===== config.mk =====
export PLATFORM = sky130hd
export DESIGN_NAME = dram_line_adapter
export DESIGN_NICKNAME = d
export VERILOG_FILES = /design/src/rtl/dram_line_adapter.sv
export SDC_FILE = /design/constraint.sdc
export NUM_CORES = 1
export LEC_CHECK = 0
export ABC_AREA = 1
export CORE_ASPECT_RATIO = 0.9
export CORE_UTILIZATION = 35
export CTS_BUF_LIST = sky130_fd_sc_hd__clkbuf_4 sky130_fd_sc_hd__clkbuf_8 sky130_fd_sc_hd__clkbuf_16
export DETAILED_ROUTE_END_ITERATION = 8
export GPL_ROUTABILITY_DRIVEN = 0
export PLACE_DENSITY = 0.63
export SETUP_SLACK_MARGIN = 0.15
export SYNTH_ARGS = -nofsm -noshare
export SYNTH_HDL_FRONTEND = slang
export SYNTH_SLANG_ARGS = --single-unit

===== constraint.sdc =====
create_clock -name clk -period 14.5 [get_ports clk]
set_input_delay 2.9 -clock clk [delete_from_list [all_inputs] [get_ports clk]]
set_output_delay 2.9 -clock clk [all_outputs]
set_load 0.02 [all_outputs]

===== src/rtl/dram_line_adapter.sv =====
// rtl/dram_line_adapter.sv - cache-line to single-word DRAM burst bridge
module dram_line_adapter #(
  parameter int DATA  = 32,
  parameter int ADDR  = 32,
  parameter int WORDS = 4
) (
  input  logic                  clk,
  input  logic                  reset,
  input  logic                  req_valid,
  output logic                  req_ready,
  input  logic                  req_wr,
  input  logic [ADDR-1:0]       req_addr,
  input  logic [DATA*WORDS-1:0] req_data,
  output logic                  resp_valid,
  input  logic                  resp_ready,
  output logic                  resp_wr,
  output logic [DATA*WORDS-1:0] resp_data,
  output logic                  mem_wr,
  output logic [ADDR-1:0]       mem_addr,
  output logic [DATA-1:0]       mem_din,
  input  logic [DATA-1:0]       mem_dout
);
  localparam int CW = $clog2(WORDS);

  typedef enum logic [1:0] {IDLE, BURST, CAPTURE, RESP} state_t;

  state_t                state_q, state_d;
  logic [ADDR-1:0]       base_q, base_d;
  logic                  wr_q, wr_d;
  logic [DATA*WORDS-1:0] wbuf_q, wbuf_d;
  logic [CW-1:0]         cnt_q, cnt_d;
  logic                  cap_en_q, cap_en_d;
  logic [CW-1:0]         cap_idx_q, cap_idx_d;
  logic [DATA*WORDS-1:0] rbuf_q, rbuf_d;

  always_ff @(posedge clk or posedge reset) begin
    if (reset) begin
      state_q   <= IDLE;
      base_q    <= '0;
      wr_q      <= 1'b0;
      wbuf_q    <= '0;
      cnt_q     <= '0;
      cap_en_q  <= 1'b0;
      cap_idx_q <= '0;
      rbuf_q    <= '0;
    end else begin
      state_q   <= state_d;
      base_q    <= base_d;
      wr_q      <= wr_d;
      wbuf_q    <= wbuf_d;
      cnt_q     <= cnt_d;
      cap_en_q  <= cap_en_d;
      cap_idx_q <= cap_idx_d;
      rbuf_q    <= rbuf_d;
    end
  end

  always_comb begin
    state_d   = state_q;
    base_d    = base_q;
    wr_d      = wr_q;
    wbuf_d    = wbuf_q;
    cnt_d     = cnt_q;
    cap_en_d  = 1'b0;
    cap_idx_d = cap_idx_q;
    rbuf_d    = rbuf_q;

    // DRAM read data lags the address by one cycle, so capture runs one beat behind.
    if (cap_en_q)
      rbuf_d[int'(cap_idx_q)*DATA +: DATA] = mem_dout;

    unique case (state_q)
      IDLE: begin
        if (req_valid) begin
          base_d  = req_addr & ~ADDR'(WORDS-1);
          wr_d    = req_wr;
          wbuf_d  = req_data;
          cnt_d   = '0;
          state_d = BURST;
        end
      end
      BURST: begin
        cap_en_d  = 1'b1;
        cap_idx_d = cnt_q;
        cnt_d     = cnt_q + CW'(1);
        if (cnt_q == CW'(WORDS-1))
          state_d = CAPTURE;
      end
      CAPTURE: state_d = RESP;
      RESP: begin
        if (resp_ready)
          state_d = IDLE;
      end
      default: state_d = IDLE;
    endcase
  end

  assign req_ready  = (state_q == IDLE);
  assign resp_valid = (state_q == RESP);
  assign resp_wr    = wr_q;
  assign resp_data  = rbuf_q;
  assign mem_wr     = (state_q == BURST) && wr_q;
  assign mem_addr   = base_q + ADDR'(cnt_q);
  assign mem_din    = wbuf_q[int'(cnt_q)*DATA +: DATA];
endmodule


# Word-level counts from Yosys, hierarchy flattened
# Index checks and enable logic that the tools add are counted.
[totals]
reg_bits = 294
latch_bits = 0
mem_bits_rw = 0
mem_bits_ro = 0
input_bits = 197
output_inout_bits = 196
elab_cells = 35
memories = 0
[classes]
n_addsub = 3
n_mul = 0
div_mod_pow = 0
magnitude_cmp = 0
n_eq_ne = 7
n_shift = 3
n_mux = 8
n_bitwise = 0
reduce_logical = 6
[ops]
columns = ["op", "count"]
rows = [
  ["$bwmux 128", 1],
  ["$shift 32x33->128 const A", 1],
  ["$shiftx 128x8->32", 1],
  ["$shiftx 32x33->128", 1],
  ["$neg 7->33", 1],
  ["$add 32x2->32", 1],
  ["$mux 2", 4],
  ["$pmux 2 s4", 1],
  ["$eq 2x2->1 const B", 3],
  ["$ne 2x2->1 const B", 2],
  ["$pmux 2 s2", 1],
  ["$reduce_and 2->1", 2],
  ["$reduce_and 3->1", 1],
  ["$add 2x1->2 const B", 1],
  ["$eq 2x1->1 const B", 1],
  ["$logic_not 2->1", 1],
  ["$ne 2x1->1 const B", 1],
  ["$reduce_bool 2->1", 1],
  ["$logic_and 1x1->1", 1],
  ["$mux 1", 1],
]

# Depth between registers and ports, before layout
[depth]
depth_word = 3
ltp_mapped = 10
mapped_depth_nobuf = 7

# Least setup slack after synthesis
# No wires, ideal clock.
[synth_path]
path_type = "register to output"
start = "register cnt_q[0]"
end = "output port mem_din[0]"
t_arrival_ns = 1.368
t_required_ns = 11.600
setup_slack_ns = 10.232
path_stages_with_launch = 6
path_buffers = 2
cell_sequence = "dfrtp_1 inv_1 clkbuf_1 clkbuf_1 o211ai_1 nand2_1"
[synth_via]
elab_chain_cells = 1
[synth_rtl]
columns = ["element", "line_no", "text"]
rows = [
  ["start: declaration", "31", "logic [CW-1:0] cnt_q, cnt_d;"],
  ["start signal: assignment", "51", "cnt_q <= cnt_d;"],
  ["$shiftx 128x8->32", "104", "assign mem_din = wbuf_q[int'(cnt_q)*DATA +: DATA];"],
  ["end: declaration", "20", "output logic [DATA-1:0] mem_din,"],
]
# No other way between the ends.

# Final worst setup path
[layout_path]
start = "register cnt_q[0]"
end = "output port mem_din[30]"
# The elaborated chain is that of the path after synthesis.

==> reports/results.ini <==
[clock_tree]
cts_setup_buffers=0
cts_tree=yes
clockBufferDepth=3
clkTransAtPathRegs_ns=0.06
ctsResizeCount=0
clock_sinks=294
root_buffer=clkbuf_16
hold_buffers=0
cts_made_buffers=35
clk_latency_ns=0.52
htreeDepth=2

[synthesis]
netlist_area_um2=12630
ys_seq_area_frac=0.5823
syn_area_per_cell_um2=8.384
synth_simple_gate_area_frac=0.2500
syn_nets=1714
synth_top_family_by_area=simple AND/OR/NAND/NOR gates
ys_warn_count=0
ys_ff_latch=294
netlist_instances=1507
ys_types=16
synth_compound_area_frac=0.09071
synth-xor-area-share=0
synth_mux_area_frac=0
synthAdderAreaFrac=0.009903

[pwr]
p_seq_frac=0.322
p_comb_frac=0.476
power_leakage_nw=8.795
peakVddDrop_uv=128.6
clkPwrFrac=0.202
power_density_nw_per_um2=235.0
switching_share=0.4121
p_int_w=0.002491
total_power_w=0.004237
p_switching_w=0.001746

[cells_and_area]
register_area_um2=7357
area_growth_pct=42.72
final_layout_size_suffix_gt1_frac=0.04691
multi_input_area_um2=4464
nFillCells=3397
final_cell_area_um2=18030
final_nets=2058
post-route-util=0.5109

[sta]
min_period_over_period=0.4282
final.setup.tns_ns=0
finalHoldViolCount=0
fin_skew_ns=0.01547
tightestPinTransition_ns=1.106
setup_violations=0
fmaxAchievable_mhz=161.1
maxSlewViolCount=0
rsz0062_at_grt=no
maxSlewHeadroom=0.2627
period_minus_slack_ns=6.208

[setup_path]
critPathSlowestCell=buf_4
path_buf_inv=3
path_class=reg2out
arrival_ns=3.31
reg2regPathDepth=6
cp_top_family=buffers and inverters
required_ns=11.60
cp.depth=5
slowest_delay_ns=0.88
start_kind=flop
path_cells=inv_4, buf_4, o211ai_1, nand2_1, clkdlybuf4s50_1
crit_path_max_fanout=100
end_kind=output port

[floorplan]
fp.dieW_um=202.3
core-area_um2=35300
die_height_um=182.2
io_pins=393
initial_core_util=0.3580
num_rows=65
die_area_um2=36860

[run]
maxCapViolations=0

[drt]
firstDrtPassIters=5
dr_total_vias=11280
drt_iter0_drc=693
drc=0
wl_per_cell_um=17.65
ant_nets=0
routed_wl_mm=41.52
post_drt_via_cell_ratio=4.796

[placement]
dp_hpwl_mm=27.62
port_buffers=390
postPlaceCellArea_um2=16890

[global_routing]
grt_pass1_vias=11090
antenna_found_initial=9
track_usage=0.2220
grt_pass1_wl_mm=63.71
grt_overflow=0
grt_max_degree=173

[outcome]
status=finished clean

[worst_hold_path]
hp-class=reg2reg
hold_depth=2

worst min-delay path: stages, from the launching register on:
cell,delay (ns)
dfrtp_1,0.34
nand2_1,0.06
nand2_1,0.04
synthesized netlist by cell type, drive strengths merged:
cell / count / area share
nand2: 559 / 0.17
buf: 57 / 0.021
dfrtp: 294 / 0.58
clkbuf: 44 / 0.013
ha: 10 / 0.0099
o21ai: 68 / 0.027
o211ai: 64 / 0.038
nand3: 130 / 0.051
inv: 112 / 0.033
nand4: 3 / 0.0015
nor3: 1 / 0.00079
nor2: 100 / 0.030
a21oi: 65 / 0.026
flip-flops by register name, indices dropped and copies added (netlist names):
| register | flops |
|---|---|
| resp_wr | 1 |
| cap_idx_q | 2 |
| state_q | 2 |
| wbuf_q | 128 |
| cap_en_q | 1 |
| resp_data | 128 |
| base_q | 30 |
| cnt_q | 2 |
logic make-up (layout without fill, tap and decap cells):
| group | after synthesis | count (layout) |
|---|---|---|
| buffers and inverters | 213 | 582 |
| DFF | 294 | 294 |
| adders and majority gates | 10 | 10 |
| and+or+nand+nor | 793 | 793 |
| other | 0 | 7 |
| AOI/OAI and AO/OA | 197 | 197 |
path summary, 6_finish.rpt:
kind | from | endpoint | slack [ns]
worst max register to register | state_q[1] | wbuf_q[75] | 11.81
worst max-delay path | cnt_q[0] | mem_din[30] | 8.29
min in group asynchronous | reset | wbuf_q[82] | 2.93
max in group asynchronous | reset | wbuf_q[61] | 9.98
worst min register to register | wbuf_q[45] | wbuf_q[45] | 0.47
worst min-delay path | wbuf_q[45] | wbuf_q[45] | 0.47
area by class of cell:
type	instances	area share
multi-input combinational	1000	0.2476
timing repair buffer	408	0.2245
clock inverter	11	0.004233
clock buffer	51	0.05828
antenna	7	0.0009714
tap	469	0.03254
inverter	112	0.02387
sequential	294	0.4080
power groups by stage:
stage	logic, W	clock network (W)	registers, W
after floorplan	0.000897	0	0.00158
after global placement	0.00201	0	0.00136
after detailed placement	0.00203	0	0.00138
final	0.00202	0.000856	0.00136
after CTS	0.00205	0.000877	0.00137
after global routing	0.00220	0.000912	0.00141
metrics by stage:
step	hold WS, ns	std cells	setup slack [ns]
finish	0.4690	2352	8.292
global route	0.4858	2348	8.057
CTS	0.4726	2345	8.199
detailed placement	0.4588	2283	8.780
global placement	0.4537	2283	8.775
floorplan	0.4424	1507	3.481
placed cells by master (no fill, tap or decap), types with 2 or more instances in the layout:
cell type,synthesis,routed
a21oi_1,65,65
o211ai_1,64,64
nand4_1,3,3
clkbuf_16,0,36
o21ai_0,68,68
nor2_2,1,2
buf_4,0,18
clkbuf_8,0,6
diode_2,0,7
ha_1,10,9
dfrtp_1,294,294
nand3_1,130,130
clkdlybuf4s50_1,0,389
clkinv_2,0,7
inv_1,112,110
clkbuf_4,0,9
nor2_1,99,98
nand2_1,558,558
per-layer routing:
layer | part of all wire | global-route usage
met1 | 0.40 | 0.2696
met2 | 0.48 | 0.3671
met3 | 0.099 | 0.08339
met4 | 0.020 | 0.06376
met5 | 0.00063 | 0
Note: power is estimated with default switching activity, not from simulation.
